File: src/rtl/alu_pkg.sv
// Shared types for the ALU command front-end: widths, command struct, issuer FSM states.
// Latency: none (declarations only).
// Backpressure: not applicable.
package alu_pkg;

   localparam int ALU_DATA_W = 8;
   localparam int ALU_OP_W   = 5;
   localparam int ALU_STAT_W = 5;

   typedef struct packed {
      logic [ALU_OP_W-1:0]   op;
      logic [ALU_DATA_W-1:0] in1;
      logic [ALU_DATA_W-1:0] in2;
   } alu_cmd_t;

   typedef enum logic [1:0] {
      ST_IDLE  = 2'd0,
      ST_ISSUE = 2'd1,
      ST_WAIT  = 2'd2,
      ST_RESP  = 2'd3
   } issuer_state_e;

endpackage

File: src/rtl/alu_cmd_fifo.sv
// Synchronous FIFO of ALU commands, DEPTH entries (power of two), head shown combinationally.
// Latency: a pushed entry is visible at the head on the edge after the push.
// Backpressure: pushes while full and pops while empty are ignored; no pass-through when full.
module alu_cmd_fifo
   import alu_pkg::*;
#(
   parameter int DEPTH = 4
) (
   input  logic                   clk,
   input  logic                   reset,
   input  logic                   push,
   input  alu_cmd_t               push_cmd,
   input  logic                   pop,
   output alu_cmd_t               head,
   output logic [$clog2(DEPTH):0] count,
   output logic                   full,
   output logic                   empty
);

   localparam int AW = $clog2(DEPTH);
   localparam logic [AW:0] FULL_CNT = (AW + 1)'(DEPTH);

   alu_cmd_t      mem [DEPTH];
   logic [AW-1:0] wr_ptr;
   logic [AW-1:0] rd_ptr;
   logic          do_push;
   logic          do_pop;

   assign full    = (count == FULL_CNT);
   assign empty   = (count == '0);
   assign do_push = push && !full;
   assign do_pop  = pop && !empty;
   assign head    = mem[rd_ptr];

   // Storage array; stale entries are harmless because the pointers gate what is read.
   always_ff @(posedge clk) begin
      if (do_push) begin
         mem[wr_ptr] <= push_cmd;
      end
   end

   // Pointers wrap naturally at DEPTH; occupancy holds on simultaneous push and pop.
   always_ff @(posedge clk) begin
      if (reset) begin
         wr_ptr <= '0;
         rd_ptr <= '0;
         count  <= '0;
      end else begin
         if (do_push) begin
            wr_ptr <= wr_ptr + 1'b1;
         end
         if (do_pop) begin
            rd_ptr <= rd_ptr + 1'b1;
         end
         if (do_push && !do_pop) begin
            count <= count + 1'b1;
         end else if (do_pop && !do_push) begin
            count <= count - 1'b1;
         end
      end
   end

endmodule

File: src/rtl/alu_cmd_issuer.sv
// Buffers host commands, issues them one at a time to the ALU and returns result/status or a timeout.
// Latency: command accept to alu_enable 2 cycles when idle; alu_ready sampled at edge Ek gives rsp_valid from Ek.
// Backpressure: cmd_ready low only when the FIFO is full; a held response (rsp_ready low) stalls further issue.
module alu_cmd_issuer
   import alu_pkg::*;
#(
   parameter int DEPTH   = 4,
   parameter int TIMEOUT = 255
) (
   input  logic                   clk,
   input  logic                   reset,
   input  logic                   cmd_valid,
   output logic                   cmd_ready,
   input  logic [ALU_OP_W-1:0]    cmd_op,
   input  logic [ALU_DATA_W-1:0]  cmd_in1,
   input  logic [ALU_DATA_W-1:0]  cmd_in2,
   output logic                   alu_enable,
   output logic [ALU_OP_W-1:0]    alu_op,
   output logic [ALU_DATA_W-1:0]  alu_in1,
   output logic [ALU_DATA_W-1:0]  alu_in2,
   input  logic                   alu_ready,
   input  logic [ALU_DATA_W-1:0]  alu_out,
   input  logic [ALU_STAT_W-1:0]  alu_status,
   output logic                   rsp_valid,
   input  logic                   rsp_ready,
   output logic [ALU_DATA_W-1:0]  rsp_data,
   output logic [ALU_STAT_W-1:0]  rsp_status,
   output logic                   rsp_timeout,
   output logic                   busy,
   output logic [$clog2(DEPTH):0] count
);

   localparam int TW = $clog2(TIMEOUT + 1);
   // Value the counter holds during the last WAIT cycle before expiry.
   localparam logic [TW-1:0] TMO_LAST = TW'(TIMEOUT - 1);

   issuer_state_e state;
   issuer_state_e state_nxt;
   alu_cmd_t      cmd_in;
   alu_cmd_t      head;
   logic          fifo_full;
   logic          fifo_empty;
   logic          pop;
   logic          tmo_clr;
   logic          tmo_inc;
   logic          cap_alu;
   logic          cap_tmo;
   logic [TW-1:0] tmo_cnt;

   assign cmd_in    = '{op: cmd_op, in1: cmd_in1, in2: cmd_in2};
   assign cmd_ready = !fifo_full;

   alu_cmd_fifo #(
      .DEPTH (DEPTH)
   ) u_fifo (
      .clk      (clk),
      .reset    (reset),
      .push     (cmd_valid),
      .push_cmd (cmd_in),
      .pop      (pop),
      .head     (head),
      .count    (count),
      .full     (fifo_full),
      .empty    (fifo_empty)
   );

   // FSM state register.
   always_ff @(posedge clk) begin
      if (reset) begin
         state <= ST_IDLE;
      end else begin
         state <= state_nxt;
      end
   end

   // Next-state and per-cycle strobes; alu_ready only matters in WAIT and beats expiry there.
   always_comb begin
      state_nxt  = state;
      pop        = 1'b0;
      alu_enable = 1'b0;
      rsp_valid  = 1'b0;
      tmo_clr    = 1'b0;
      tmo_inc    = 1'b0;
      cap_alu    = 1'b0;
      cap_tmo    = 1'b0;
      case (state)
         ST_IDLE: begin
            if (!fifo_empty) begin
               pop       = 1'b1;
               state_nxt = ST_ISSUE;
            end
         end
         ST_ISSUE: begin
            alu_enable = 1'b1;
            tmo_clr    = 1'b1;
            state_nxt  = ST_WAIT;
         end
         ST_WAIT: begin
            if (alu_ready) begin
               cap_alu   = 1'b1;
               state_nxt = ST_RESP;
            end else begin
               tmo_inc = 1'b1;
               if (tmo_cnt == TMO_LAST) begin
                  cap_tmo   = 1'b1;
                  state_nxt = ST_RESP;
               end
            end
         end
         ST_RESP: begin
            rsp_valid = 1'b1;
            if (rsp_ready) begin
               state_nxt = ST_IDLE;
            end
         end
         default: state_nxt = ST_IDLE;
      endcase
   end

   assign busy = (state != ST_IDLE);

   // Operand registers change only on the pop edge and hold through ISSUE/WAIT/RESP.
   always_ff @(posedge clk) begin
      if (reset) begin
         alu_op  <= '0;
         alu_in1 <= '0;
         alu_in2 <= '0;
      end else if (pop) begin
         alu_op  <= head.op;
         alu_in1 <= head.in1;
         alu_in2 <= head.in2;
      end
   end

   // Timeout counter: cleared at issue, counts silent WAIT cycles, saturates instead of wrapping.
   always_ff @(posedge clk) begin
      if (reset) begin
         tmo_cnt <= '0;
      end else if (tmo_clr) begin
         tmo_cnt <= '0;
      end else if (tmo_inc && (tmo_cnt != '1)) begin
         tmo_cnt <= tmo_cnt + 1'b1;
      end
   end

   // Response registers: loaded once when leaving WAIT, held stable through RESP.
   always_ff @(posedge clk) begin
      if (reset) begin
         rsp_data    <= '0;
         rsp_status  <= '0;
         rsp_timeout <= 1'b0;
      end else if (cap_alu) begin
         rsp_data    <= alu_out;
         rsp_status  <= alu_status;
         rsp_timeout <= 1'b0;
      end else if (cap_tmo) begin
         rsp_data    <= '0;
         rsp_status  <= '0;
         rsp_timeout <= 1'b1;
      end
   end

endmodule

File: config.mk
export PLATFORM = sky130hd
export DESIGN_NAME = alu_cmd_issuer
export DESIGN_NICKNAME = d
export VERILOG_FILES = /design/src/rtl/alu_pkg.sv /design/src/rtl/alu_cmd_fifo.sv /design/src/rtl/alu_cmd_issuer.sv
export SDC_FILE = /design/constraint.sdc
export NUM_CORES = 1
export LEC_CHECK = 0
export CAP_MARGIN = 20
export CORE_UTILIZATION = 35
export DETAILED_ROUTE_END_ITERATION = 8
export DONT_BUFFER_PORTS = 1
export GPL_TIMING_DRIVEN = 1
export PLACE_DENSITY_LB_ADDON = 0.12
export SYNTH_ARGS = -nofsm -noshare
export SYNTH_HDL_FRONTEND = slang
export SYNTH_SLANG_ARGS = --single-unit
File: constraint.sdc
create_clock -name clk -period 3.56 [get_ports clk]
set_input_delay 0.712 -clock clk [delete_from_list [all_inputs] [get_ports clk]]
set_output_delay 0.712 -clock clk [all_outputs]
set_load 0.01 [all_outputs]
After elaboration in Yosys (flattened, before gate mapping). Memory sizes are Yosys's and may differ from the RTL's. A register that Yosys moved wholly into a read port is not among the register bits. Index checks and enable logic that the tools add are counted.

Reductions and logical operators: 17. Mux-type cells: 24. Add/sub/neg operators: 5. Equality and inequality tests: 9.

Operators by type and width (number): 8-bit 2-to-1 mux (2); 1-bit 2-to-1 mux (13); 5-bit 2-to-1 mux (2); 8-bit by 1-bit adder with 8-bit output, second input constant (1); 8-bit == test, second input constant (1); 2-bit 2-to-1 mux (4); 8-bit inequality test, second input constant (1); 2-bit one-hot mux with 4 select lines (1); 3-bit 2-to-1 mux (2); 2-bit nonzero test (3); 1-bit logical AND (5); 2-bit by 1-bit adder with 2-bit output, second input constant (2); 2-bit == test, second input constant (2); 1-bit logical NOT (4); 2-bit inequality test, second input constant (2); 2-bit OR reduction (2); 3-bit by 1-bit adder with 3-bit output, second input constant (1); 3-bit == test, second input constant (1); 3-bit logical NOT (1); 3-bit inequality test, second input constant (1); 3-bit AND reduction (1); 3-bit by 1-bit subtractor with 3-bit output, second input constant (1); 2-bit by 1-bit == test with 1-bit output, second input constant (1); 2-bit logical NOT (1).

Bits in writable memories: 84. Bits of input ports: 39. Output and inout bits: 42. Register bits after elaboration: 31. Logic and storage cells: 64. Memories kept: 1.

Memory list: u_fifo.mem (depth 4, width 21, read ports 1, clocked after Yosys merged registers in 1, write ports 1, line alu_cmd_fifo.sv:23) `alu_cmd_t mem [DEPTH];`.

Depth between registers and ports, before layout. Gate-level depths: netlist of run 1.

Depth after elaboration: 7. Gate-level depth with buffers: 11. Mapped depth without buffers: 10.

Modules after synthesis. From an unflattened synthesis of run 1, not the netlist that was laid out.

Cell total of the unflattened synthesis: 386. Area, all modules: 5381.4 sq um.

Modules (own cells, without submodules): alu_cmd_fifo (instances 1, cells each 157, seq. area each 2702.6 sq um, area each 3498.4 sq um); alu_cmd_issuer (instances 1, cells each 229, seq. area each 900.9 sq um, area each 1883.1 sq um).

Worst setup path after synthesis of run 1. No wires, ideal clock.

Path kind: reg2reg. From: register state[0]. To: register u_fifo.count[2]. Setup time: 71 ps. Data arrival time: 2220 ps. Setup slack: 1270 ps. Cell stages (with the launch flop): 12. Data required time: 3489 ps. Path buffers: 1. Clock period less this slack: 2290 ps. Cell sequence: dfxtp_1 > inv_1 > ha_1 > o31a_1 > inv_1 > buf_2 > ha_1 > inv_1 > fa_1 > xor2_1 > or3_1 > a21oi_1.

Word-level cells in the longest chain between the ends: 6. Elaborated cells between the ends (all ways): 8. Classes of those cells: mux: 2; reduce/logical: 6.

Ends and longest elaborated chain: from (decl) (line alu_cmd_issuer.sv:37) `issuer_state_e state;`; from (signal assigned) (line alu_cmd_issuer.sv:72) `state <= state_nxt;`; 2-bit logical NOT (*) (line alu_cmd_issuer.sv:86) `case (state)`; 1-bit 2-to-1 mux (*) (line alu_cmd_issuer.sv:86); 1-bit logical AND (*) (line alu_cmd_fifo.sv:32) `assign do_pop = pop && !empty;`; 1-bit logical NOT (line alu_cmd_fifo.sv:55) `if (do_push && !do_pop) begin`; 1-bit logical AND (line alu_cmd_fifo.sv:55); 3-bit 2-to-1 mux / 2-bit nonzero test (equally long branches); to (signal assigned) (line alu_cmd_fifo.sv:56) `count <= count + 1'b1;`; to (signal assigned) (line alu_cmd_fifo.sv:58) `count <= count - 1'b1;`; to (decl) (line alu_cmd_fifo.sv:15) `output logic [$clog2(DEPTH):0] count,`.

Mark *: on every way between the ends. The rest lies on a longest branch, timed or not. A chain may end at the register's enable or synchronous reset.

Final worst setup path of run 1.
From: register u_fifo.count[0]. To: register u_fifo.count[2].

Elaborated cells between the ends (all ways): 17. Classes of those cells: add/sub: 2; eq/ne: 1; mux: 4; reduce/logical: 10.

RTL lines: 3-bit == test (*) (line alu_cmd_fifo.sv:29) `assign full = (count == FULL_CNT);`; 1-bit logical NOT (*) (line alu_cmd_fifo.sv:31) `assign do_push = push && !full;`; 1-bit logical AND (*) (line alu_cmd_fifo.sv:31); net u_fifo.do_push (line alu_cmd_fifo.sv:26) `logic do_push;`; 1-bit logical NOT (line alu_cmd_fifo.sv:57) `end else if (do_pop && !do_push) begin`; 1-bit logical AND (line alu_cmd_fifo.sv:57); 2-bit nonzero test (no source line).

Mark *: on every way through the listed nets, which the timed path passes. The rest lies on a longest branch. The select of a mux whose other input is x is not followed.

==> metrics.md, run 1 <==
| Metric | Value |
|---|---|
| Leakage | `2.02 nW` |
| Syn-to-layout area delta | `15.0%` |
| Clock buffer depth | `2` |
| Total of max-cap violations | `0` |
| CTS Root Cell | `clkbuf_16` |
| Distinct cells, synth | `43` |
| Final hold vios | `0` |
| CTS sink count | `about 140` |
| Filler cells | `1349` |
| Hold Path Class | `input port to flop` |
| Status | `completed` |
| Grt total ovfl | `0` |
| Nets@finish | `approximately 400` |
| Die height | `between 100 and 150 um` |
| Syn Area/Cell | `15.2 um2` |
| Post-synth EDFFs | `84` |
| Unrepaired setup endpoints after global routing | `no` |
| Resized cells post-CTS | `0` |
| Final slew viol count | `0` |
| Die span in x | `~120 um` |
| Power density of the placed cells | `805 nW/um2` |
| Worst-path maximum fanout | `7` |
| Worst Path Arrival | `between 2 and 3 ns` |
| Vias in the first global route | `~2900` |
| Final Cycle Share | `between 60 and 70%` |
| Syn Inst Count | `~350` |
| Sequential fraction of the synthesis area | `a little under 70%` |
| First DRT Iteration DRCs | `between 100 and 150` |
| TritonCTS Buffers | `17` |
| Worst vdd ir | `between 0.3 and 0.4 mV` |
| Worst r2r src | `u_fifo.count[0]$_SDFFE_PP0P_` |
| Vias | `about 2700` |
| Num rows | `44` |
| Setup TNS | `0 ns` |
| Most frequent cells in the layout | `84 x edfxtp_1, 51 x dfxtp_1, 48 x nand2_1, 22 x a21oi_1, 21 x mux4_2` |
| Tot GR Track Use | `14.0%` |
| Synthesized cell area | `5230 um2` |
| Core ar. | `14500 um2` |
| Final setup violation count | `0` |
| First-pass GRT wire length | `approximately 16000 um` |
| Placer Congestion | `about 0.68` |
| Top cell type's share of synthesized area | `about half` |
| Area contributors post-synth | `edfxtp_1 48%, dfxtp_1 20%, mux4_2 9.0%, nand2_1 3.4%, ha_1 2.9%` |
| Minimum clock period | `approximately 2.4 ns` |
| Critical path type | `flop to flop` |
| Synth Warn # | `0` |
| Post-DR wirelength/cell | `18.0 um` |
| Reg2reg setup slack | `between 1 and 1.5 ns` |
| Post-synthesis net count | `397` |
| Total power | `between 4 and 5 mW` |
| Most common cell after layout, fill and taps aside | `edfxtp_1` |
| Hold_buf cts | `0` |
| Antenna-violating nets left | `0` |
| Hold Path Depth | `1` |
| ANT cells | `0` |
| DR pass1 iterations | `4` |
| RR Endpoint | `u_fifo.count[2]$_SDFFE_PP0P_` |
| Hold_sp | `reset` |
| Initial core utilization | `36.0%` |
| Clock Skew | `a little under 0.007 ns` |
| Vias/cell | `a little under 5` |
| DRC viols | `0` |
| Startpoint types | `flop` |
| Register bit count reported by yosys | `around 140` |
| Port buffer count | `0` |
| Yosys top cell by area | `edfxtp_1` |
| Ys flop type | `edfxtp_1` |
| Clk_lat worst skew | `just over 0.4 ns` |
| Layout cells sized above 1 | `between 20% and 30%` |
| Fmax | `424 MHz` |
| TritonCTS clock tree | `yes` |
| Required @ worst endpoint | `about 3.9 ns` |
| Highest routed layer | `met4` |
| CTS clk-pin slew, worst paths | `around 0.060 ns` |
| Detail Placement HPWL | `slightly below 6000 um` |
| Met2 WL | `4850 um` |
| I/O pin cnt | `just over 80` |
| R2R cell count | `8` |
| Full die area | `roughly 15000 um2` |
| M1 wire length | `about 4300 um` |
| Hold Slack | `~0.37 ns` |
| Maximum number of pins on one net before global-route repair | `34` |
| Drt total wl | `slightly below 10000 um` |
| Post-CTS Setup Inserts | `0` |
| H-tree depth | `4` |
| Worst-Margin Slew | `between 0.8 and 0.9 ns` |
| Worst Hold End | `alu_op[0]$_SDFFE_PP0P_` |
| Initial antenna violation count | `0` |
| Crit path capture type | `flop` |
| Met3 WL | `between 600 and 700 um` |
| Fraction of registers with async set/reset | `0%` |
| Slew margin rel. | `a little over two fifths` |
## sequential cells by signal, indices dropped and copies added (netlist names)
signal         count
u_fifo.mem        84
alu_in1            8
alu_in2            8
rsp_data           8
tmo_cnt            8
alu_op             5
rsp_status         5
u_fifo.count       3
state              2
u_fifo.rd_ptr      2
u_fifo.wr_ptr      2
rsp_timeout        1
## Yosys cell counts, drive strengths merged (2+ instances only)
library cell,count
a211oi,5
a21oi,23
a22o,13
a31oi,3
and2,5
buf,11
clkbuf,6
dfxtp,52
edfxtp,84
ha,12
inv,11
mux2i,2
mux4,21
nand2,48
nand2b,3
nand3,2
nor2,13
o21ai,2
o41ai,2
or3,2
xnor2,7
xor2,3
## worst max path at each step
stage                                       from                           end  depth (start not counted)
global route        u_fifo.count[0]$_SDFFE_PP0P_  u_fifo.count[2]$_SDFFE_PP0P_                          8
global placement                       cmd_valid  u_fifo.count[2]$_SDFFE_PP0P_                          7
floorplan                  state[0]$_SDFFE_PP0P_  u_fifo.count[2]$_SDFFE_PP0P_                         11
finish              u_fifo.count[0]$_SDFFE_PP0P_  u_fifo.count[2]$_SDFFE_PP0P_                          8
detailed placement                     cmd_valid  u_fifo.count[2]$_SDFFE_PP0P_                          7
CTS                 u_fifo.count[0]$_SDFFE_PP0P_  u_fifo.count[2]$_SDFFE_PP0P_                          8
## area by class of cell
type / count / area (um2) / share of cell area [%]
clock buffers: 23 / 478 / 7.95
inverters: 11 / 41.3 / 0.686
repair buffers: 7 / 52.6 / 0.874
well taps: 184 / 230 / 3.83
clock inverters: 9 / 115 / 1.91
multi-input cells: 181 / 1530 / 25.5
flip-flops and latches: 136 / 3560 / 59.3
## stage by stage
stage          worst slack (ns)  instances  area [um2]  util, %
4_1_cts                    1.18        551        6020     41.4
3_3_place_gp               1.25        519        5420     37.3
5_1_grt                    1.03        551        6020     41.4
6_report                   1.20        551        6020     41.4
3_5_place_dp               1.14        519        5420     37.3
2_1_floorplan              1.27        345        5230        -
## power breakdown
part,internal [mW],switching [mW]
Sequential,1.92,0.260
Clock,1.09,0.639
Combinational,0.428,0.504
Total,3.44,1.40
## critical path, cell delays in order (launching register included)
cell,delay [ns]
dfxtp_1,0.52
nor2_1,0.13
a21boi_2,0.31
ha_1,0.25
inv_1,0.06
fa_1,0.38
xor2_1,0.16
or3_1,0.31
a21oi_1,0.16
## cells by family (layout without fill, tap and decap cells)
group           after synthesis  in the layout  synth area share [%]
xor+xnor                     10             10                  1.67
compound gates               55             55                  8.25
mux                          23             23                  9.42
buf+inv                      28             50                  2.58
flops                       136            136                  68.1
fa+ha+maj                    13             13                  3.25
simple gates                 80             80                  6.72
## per-layer routing
layer	track usage [%]	vias up
met2	22.5	67
li1	-	1304
met5	0	-
met4	6.38	0
met1	16.5	1348
met3	5.46	11
No activity file was read; power rests on OpenSTA's default activity.
==> run 2, diff against run 1 <==
clock period = 2 ns   (was 3.56 ns; I/O delays follow)
==> run 2 against run 1 <==
  * Final cell count rose by 1.8%
  * Die area did not move
  * Total power rose by 81%
  * Setup slack got worse by 1.1 ns
  * Sequential share of layout area fell by 1.1 points
  * Global-route usage rose by 0.70 points
  * Sequential power rose by 72%
  * Clock power rose by 74%
  * Non-clock buffer count rose by 10
==> metrics.md, run 2 (synthesized netlist as in run 1, its figures left out) <==
| Metric | Value |
|---|---|
| Status | `completed` |
| Worst Path Arrival | `about 2.3 ns` |
| Drt total wl | `10300 um` |
| Crit path capture type | `flop` |
| Num rows | `44` |
| First-pass GRT wire length | `16800 um` |
| R2R cell count | `10` |
| Power density of the placed cells | `1430 nW/um2` |
| Initial core utilization | `between 30% and 40%` |
| Syn-to-layout area delta | `17.4%` |
| Final slew viol count | `0` |
| Vias in the first global route | `just over 3000` |
| Antenna-violating nets left | `0` |
| ANT cells | `0` |
| Most frequent cells in the layout | `84 x edfxtp_1, 48 x nand2_1, 46 x dfxtp_1, 21 x mux4_2, 21 x a21oi_1` |
| TritonCTS Buffers | `17` |
| RR Endpoint | `u_fifo.count[2]$_SDFFE_PP0P_` |
| Detail Placement HPWL | `6410 um` |
| Full die area | `15400 um2` |
| Slew margin rel. | `68.5%` |
| Clock Skew | `0.00882 ns` |
| Worst-Margin Slew | `approximately 0.47 ns` |
| Vias | `2814` |
| DR pass1 iterations | `4` |
| CP max stage delay | `0.36 ns` |
| Worst r2r src | `state[1]$_SDFFE_PP0P_` |
| H-tree depth | `4` |
| Most common cell after layout, fill and taps aside | `edfxtp_1` |
| Critical path type | `flop to flop` |
| CTS Root Cell | `clkbuf_16` |
| Final setup violation count | `0` |
| Final core occ | `42.3%` |
| Max reg flops | `84` |
| Final hold vios | `0` |
| Initial antenna violation count | `0` |
| Most used cell, CP | `inv_2` |
| Place WS | `~0.063 ns` |
| First DRT Iteration DRCs | `88` |
| Hold Path Depth | `1` |
| Slowest cell on the critical path | `dfxtp_2` |
| Critical Path End | `u_fifo.count[2]$_SDFFE_PP0P_` |
| Port buffer count | `0` |
| I/O pin cnt | `81` |
| Fmax | `roughly 520 MHz` |
| Post-route setup slack | `between 0.07 and 0.08 ns` |
| Post-DR wirelength/cell | `~18 um` |
| Fin cells | `roughly 560` |
| TritonCTS clock tree | `yes` |
| Total of max-cap violations | `0` |
| Layout cells sized above 1 | `about a quarter` |
| Die span in x | `around 120 um` |
| Nets@finish | `416` |
| Hold Path Class | `input port to flop` |
| CTS sink count | `between 100 and 150` |
| Setup TNS | `0 ns` |
| Clock buffer depth | `2` |
| Core ar. | `~15000 um2` |
| Reg2reg setup slack | `approximately 0.077 ns` |
| Die height | `around 120 um` |
| Worst setup startpoint | `state[1]$_SDFFE_PP0P_` |
| Leakage | `2.08 nW` |
| DRC viols | `0` |
| Hold Slack | `0.0434 ns` |
| Grt total ovfl | `0` |
| Unrepaired setup endpoints after global routing | `yes` |
| Tot GR Track Use | `14.7%` |
| Maximum number of pins on one net before global-route repair | `34` |
| Final Cycle Share | `between 90% and 100%` |
| Top reg by flops | `u_fifo.mem` |
| Critical-path cell list | `inv_2 > ha_4 > o31a_1 > inv_2 > ha_4 > inv_2 > fa_2 > xor2_1 > or3_1 > a21oi_2` |
| CTS clk-pin slew, worst paths | `approximately 0.06 ns` |
| Required @ worst endpoint | `between 2 and 2.5 ns` |
| Worst vdd ir | `0.597 mV` |
| Placer Congestion | `0.692` |
| Worst-path maximum fanout | `4` |
| Clk_lat worst skew | `slightly above 0.4 ns` |
| Hold_buf cts | `0` |
| Minimum clock period | `around 1.9 ns` |
| DP Cell Count | `528` |
| Startpoint types | `flop` |
| Vias/cell | `5.02` |
## run 2: changes by cell type in the layout (fill, tap and decap cells not counted), sizes merged
| cell | delta |
|---|---|
| buf | +10 |
| clkinv | +2 |
| clkinvlp | -2 |
## run 2: area by class of cell
type | count | area (um2)
clock inverter | 9 | 101
fill | 1363 | 8390
clock buffer | 23 | 468
tap | 184 | 230
inverter | 11 | 41.3
multi-input combinational | 181 | 1570
timing repair buffer | 17 | 165
sequential | 136 | 3570
## run 2: worst max-delay path, delay by kind of cell, from the launching register on
| family | cells | cell delay (ns) |
|---|---|---|
| buffers and inverters | 3 | 0.18 |
| AND/OR/NAND/NOR | 1 | 0.32 |
| adder cells (fa/ha/maj) | 3 | 0.61 |
| flip-flops | 1 | 0.36 |
| AO/OA/AOI/OAI | 2 | 0.23 |
| XOR/XNOR | 1 | 0.15 |
## run 2: worst min-delay path by stage
stage	endpoint	start	slack, ns
2_1_floorplan	tmo_cnt[7]$_SDFFE_PP0P_	tmo_cnt[7]$_SDFFE_PP0P_	0.48
3_3_place_gp	u_fifo.count[1]$_SDFFE_PP0P_	reset	0.47
3_5_place_dp	u_fifo.count[1]$_SDFFE_PP0P_	reset	0.47
4_1_cts	u_fifo.count[1]$_SDFFE_PP0P_	reset	0.02
5_1_grt	u_fifo.count[2]$_SDFFE_PP0P_	reset	0.02
6_report	u_fifo.count[2]$_SDFFE_PP0P_	reset	0.04
## run 2: timing repair
item                                    in CTS  in global routing
endpoints found under the setup margin       0                  1
buffers inserted                             0                  1
resized for setup                            0                  3
## run 2: per-stage QoR
stage	total power, mW	cell area [um2]
after floorplan	5.25	5260
after global placement	5.84	5550
after detailed placement	5.86	5550
after CTS	8.90	6120
after global routing	9.29	6140
final	8.78	6140
## run 2: power by group
part	internal, mW	leakage (nW)	switching [mW]
logic	0.927	0.596	1.10
registers	3.42	1.20	0.317
clock network	1.89	0.286	1.11
## run 2: metal layers
layer,vias to the layer above,GRT usage [%],part of all wire [%]
met5,-,0,0
met1,1393,17.4,44
met2,77,23.8,48
met3,14,5.46,6.3
li1,1330,-,-
met4,0,6.59,1.8
==> run 3, diff against run 2 <==
SLEW_MARGIN = 20   (was unset)
==> results of run 3 <==
Same layout as run 2: the final DEF is identical, and so are final timing and power.
==> patch 1, RTL diff (flow settings as in run 2) <==
Change the package constant `ALU_STAT_W` from 5 to 7.
--- a/src/rtl/alu_pkg.sv
+++ b/src/rtl/alu_pkg.sv
@@ -5,7 +5,7 @@
 
    localparam int ALU_DATA_W = 8;
    localparam int ALU_OP_W   = 5;
-   localparam int ALU_STAT_W = 5;
+   localparam int ALU_STAT_W = 7;
 
    typedef struct packed {
       logic [ALU_OP_W-1:0]   op;
Ports: changed (resized alu_status and rsp_status); port bits go from 81 to 85. No check against the original RTL was run, so the function may have changed too.
==> patch 1 against run 2 <==
The flow now finishes with violations (DRC); critical path depth unchanged; worst setup slack worse by 0.057 ns; sequential cell count up 2; total power up 0.52%; global-route usage down 0.39 points; fmax down 2.9%; synthesized area up 1.1%; cell area up 0.98%; final cell count up 1.4%; die area up 1.1%; wire length up 1.3%; count of clock-buffer cells in the layout down 3; via count up 0.71%.
==> patch 1: results (changes against run 2) <==
- The mean area per synthesized cell came to 15.1 µm² (-0.30%).
- The met3 global-route usage was 5.82% (+0.36 points).
- The length of the first detailed-routing pass in iterations is 7 (+3).
- Worst slew slack as a fraction of its limit: 71.0% (+2.5 points)
- The worst slack at placement came to 0.0489 ns (-0.0137 ns).
- The half-perimeter wire length after placement came to 6.50 mm (+1.3%).
- Violated checks: DRC
- CP Launch Point: state[0]$_SDFFE_PP0P_
- The met1 track demand over resource in global routing came to 16.3% (-1.1 points).
* Post-placement cell count: 535 (+1.3%)
- DP Area: 0.00561 mm² (+1.0%)
- Post-route non-filler standard cell count: 569 (+1.4%)
- Nets@finish: 426 (+2.4%)
* Met3 WL: 714 µm (+9.0%)
- The worst hold-check slack came to 0.0583 ns (+0.0149 ns).
- Number of vias after detailed routing: 2,834 (+0.71%)
- The final worst clock skew is 0.00962 ns (+0.000794 ns).
- The least setup slack across all paths after layout is 0.0203 ns (-0.0568 ns).
* Fraction of layout cells with a size suffix above 1: 26.8% (+0.49 points)
- The number of remaining DRC errors came to 16 (+16).
* Worst min-delay path endpoint: alu_in2[2]$_SDFFE_PP0P_
* Switching power as a share of total power: 29.4% (+0.56 points)
- The flow ran to the end, but the final reports show violations.
- Clk network pwr share: 33.6% (-0.7 points)
- The length of routed met2 wiring was 5.13 mm (+3.0%).
* Cell types with the largest area share after synthesis: sky130_fd_sc_hd__edfxtp_1 48%, sky130_fd_sc_hd__dfxtp_1 20%, sky130_fd_sc_hd__mux4_2 8.9%, sky130_fd_sc_hd__nand2_1 3.4%, sky130_fd_sc_hd__a22o_2 2.8%
* Synth cell types: 42 (-2.3%)
==> patch 1: logic make-up (layout without fill, tap and decap cells) <==
group | count (synthesis) | in the layout | synth area share [%]
adder cells (fa/ha/maj) | 13 | 13 | 3.22
XOR/XNOR | 10 | 10 | 1.65
AND/OR/NAND/NOR | 80 | 80 | 6.62
buffers and inverters | 29 | 64 | 2.58
AO/OA/AOI/OAI | 57 | 57 | 8.53
multiplexers | 23 | 23 | 9.31
flip-flops | 138 | 138 | 68.1
==> patch 1: what timing repair did <==
action                                  in CTS  in global routing
resized for setup                            0                  5
buffers inserted                             0                  2
endpoints found under the setup margin       0                  1
hold buffers                                 0                  0
==> patch 1: cell type report <==
type                    instances  area, µm²
fillers                      1330       8440
inverters                      11       43.8
clock buffers                  20        437
well taps                     184        230
clock inverters                12        125
multi-input cells             183       1580
repair buffers                 21        170
flip-flops and latches        138       3620
==> patch 2, RTL diff (config.mk and constraints of run 2) <==
Without the edit above. Register the output `rsp_timeout` once more, with the module's reset; this adds one clock of latency there. The other outputs are not delayed to match.
--- a/src/rtl/alu_cmd_issuer.sv
+++ b/src/rtl/alu_cmd_issuer.sv
@@ -33,6 +33,8 @@
    localparam int TW = $clog2(TIMEOUT + 1);
    // Value the counter holds during the last WAIT cycle before expiry.
    localparam logic [TW-1:0] TMO_LAST = TW'(TIMEOUT - 1);
+
+   logic rsp_timeout_s0;
 
    issuer_state_e state;
    issuer_state_e state_nxt;
@@ -148,15 +150,23 @@
       if (reset) begin
          rsp_data    <= '0;
          rsp_status  <= '0;
-         rsp_timeout <= 1'b0;
+         rsp_timeout_s0 <= 1'b0;
       end else if (cap_alu) begin
          rsp_data    <= alu_out;
          rsp_status  <= alu_status;
-         rsp_timeout <= 1'b0;
+         rsp_timeout_s0 <= 1'b0;
       end else if (cap_tmo) begin
          rsp_data    <= '0;
          rsp_status  <= '0;
-         rsp_timeout <= 1'b1;
+         rsp_timeout_s0 <= 1'b1;
+      end
+   end
+
+   always_ff @(posedge clk) begin
+      if (reset) begin
+         rsp_timeout <= '0;
+      end else begin
+         rsp_timeout <= rsp_timeout_s0;
       end
    end
 
Function: no difference found for any inputs over 10 cycles, from zero or initial values and one cycle with reset high; that may be too few to reach the edited logic, so the function may still have changed.
==> patch 2 against run 2 <==
Sequential power increased by 1%; total power rose by 0.19%; synthesized area grew 0.53%; wire length is 2.0% lower; synthesized cell count rose by 0.58%; sequential cell count is 1 higher; worst setup slack worse by 0.022 ns; via count shrank 0.89%; global-route usage is 0.55 points lower; first-iteration DRC count up 60%; cell area is 1.1% higher; highest routed layer unchanged.
==> patch 2: results (changes against run 2) <==
* Average cell area after synthesis: 15.2 µm² (about the same)
- Starting DRT DRC Count: 141 (+60%)
- More flip-flops sit in one register than any other, and that register is u_fifo.mem.
- Global-route wire length before repair: 16.3 mm (-3.4%)
- The number of clock buffers inserted by TritonCTS was 17 (unchanged).
- The largest single stage delay on the critical path is 0.35 ns.
- The count of fill cells added during filler insertion was 1,313 (-3.7%).
- The routability congestion estimate came to 0.733 (+5.9%).
- The path depth of the worst reg2reg path came to 10 (unchanged).
- Detailed-router iteration count before antenna repair: 4 (unchanged)
- The antenna diode count is 0 (unchanged).
- Clock Tree Buf Depth: 2 (unchanged)
- Data arrives at the worst endpoint at 2.28 ns.
* H-tree depth reported by CTS: 4 (unchanged)
- The count of yosys warnings during synthesis is 0 (unchanged).
- Fraction of registers with async set/reset: 0% (unchanged)
* DP Area: 0.00561 mm² (+1.0%)
- The cell sitting at the root of the clock tree is a sky130_fd_sc_hd__clkbuf_16.
* Detailed-route wire length per cell: 17.9 µm (-2.5%)
- Status: completed
* Post-route non-filler standard cell count: 564 (+0.53%)
* Cell count of the worst hold path: 1 (unchanged)
* Max Clock Skew: 0.0148 ns (+0.00601 ns)
- Fraction of layout cells with a size suffix above 1: 26.6% (+0.32 points)
- Register clock-pin slew on the reported worst setup and hold paths: 0.06 ns (about the same)
* Synth cell types: 43 (unchanged)
* Worst Path Max Fanout: 4 (unchanged)
- The number of instances in the placed design was 529 (+0.19%).
* Nets@finish: 419 (+0.72%)
- Number of enable flip-flop cells after synthesis: 84 (unchanged)
- The number of antenna violations at the first check in global routing was 0 (unchanged).
- Transition time at the pin with the least slew margin: 0.476 ns (+0.00383 ns)
- Flip-flop count of the largest register after layout: 84 (unchanged)
- The via count of the first global-routing pass was 2,982 (-2.2%).
* Insertion delay to the later sink of the worst-skew pair: 0.42 ns
- GRT Total Usage: 14.2% (-0.55 points)
- The number of nets produced by synthesis is 399 (+0.50%).
- The final-layout setup total negative slack came to 0 ns (unchanged).
- The overall via count from detail_route came to 2,789 (-0.89%).
- Synth cell count leaders: 84 x sky130_fd_sc_hd__edfxtp_1, 53 x sky130_fd_sc_hd__dfxtp_1, 48 x sky130_fd_sc_hd__nand2_1
- Largest net degree at the start of global routing: 35 (+2.9%)
- The leakage power was 2.09 nW (+0.66%).
- Worst VDD drop: 0.726 mV (+22%)
* Fraction of the yosys area taken by sequential cells: 68.1% (about the same)
- Detailed-placement wirelength estimate: 6.24 mm (-2.8%)
* Path type of the worst min-delay path: input pin to flip-flop
- Ranked by total cell area, the synthesized netlist is headed by sky130_fd_sc_hd__edfxtp_1 48%, sky130_fd_sc_hd__dfxtp_1 20%, sky130_fd_sc_hd__mux4_2 9.0%, sky130_fd_sc_hd__nand2_1 3.4%, sky130_fd_sc_hd__ha_1 2.9%.
* Count of buffers inserted at the top-level ports: 0 (unchanged)
- Crit path max-delay cell type: sky130_fd_sc_hd__dfxtp_2
## patch 2: cell types whose count changed after synthesis, sizes merged
cell    change
buf         -1
clkbuf      +1
dfxtp       +1
nor2b       +1
## patch 2: stage by stage
step / total power, mW / util, % / setup WS (ns)
2_1_floorplan: 5.27 / - / -0.0478
3_3_place_gp: 5.89 / 38.4 / 0.101
3_5_place_dp: 5.92 / 38.4 / 0.0573
4_1_cts: 8.90 / 42.3 / 0.0407
5_1_grt: 9.32 / 42.5 / -0.00501
6_report: 8.79 / 42.5 / 0.0550
## patch 2: critical path: cells and delay by family (launching register included)
| kind | cells | cell delay (ns) |
|---|---|---|
| compound gates | 2 | 0.25 |
| xor+xnor | 1 | 0.15 |
| fa+ha+maj | 3 | 0.62 |
| buf+inv | 3 | 0.20 |
| flops | 1 | 0.35 |
| simple gates | 1 | 0.30 |
## patch 2: repair_timing
item,CTS,global route
setup buffers,0,3
resized for setup,0,2
setup endpoints to repair,0,1
## patch 2: where the power goes
group          internal (mW)  switching (mW)
logic                  0.982            1.09
registers               3.44           0.344
clock network           1.75            1.18
total                   6.18            2.61
## patch 2: path summary, 6_finish.rpt
path,from,endpoint,slack (ns)
hold reg to reg,rsp_timeout_s0$_SDFFE_PP0P_,rsp_timeout$_SDFF_PP0_,0.47
setup reg to reg,state[0]$_SDFFE_PP0P_,u_fifo.count[2]$_SDFFE_PP0P_,0.05
hold / removal,reset,alu_in2[1]$_SDFFE_PP0P_,0.06
setup / recovery,state[0]$_SDFFE_PP0P_,u_fifo.count[2]$_SDFFE_PP0P_,0.05
## patch 2: kinds of logic after synthesis
group           Yosys count  synth area share (%)
buf+inv                  28                  2.59
flops                   137                  68.1
xor+xnor                 10                  1.67
fa+ha+maj                13                  3.23
mux                      23                  9.37
compound gates           55                  8.21
simple gates             81                  6.80
## patch 2: routing by layer
| layer | GRT usage, % | share of wire, % | wire length, µm | vias to the layer above |
|---|---|---|---|---|
| met1 | 16.3 | 44 | 4430 | 1370 |
| met4 | 5.32 | 1.0 | 106 | 0 |
| li1 | - | - | - | 1334 |
| met3 | 6.27 | 7.0 | 712 | 8 |
| met2 | 23.1 | 48 | 4870 | 77 |
| met5 | 0 | 0 | 0 | - |
## patch 2: final cells by class
cell class	instances	area [µm²]	share of cell area [%]
clock buffer	19	443	7.14
clock inverter	13	121	1.96
inverter	11	41.3	0.665
multi-input combinational	182	1570	25.3
sequential	137	3590	57.9
tap	184	230	3.71
timing repair buffer	18	210	3.39
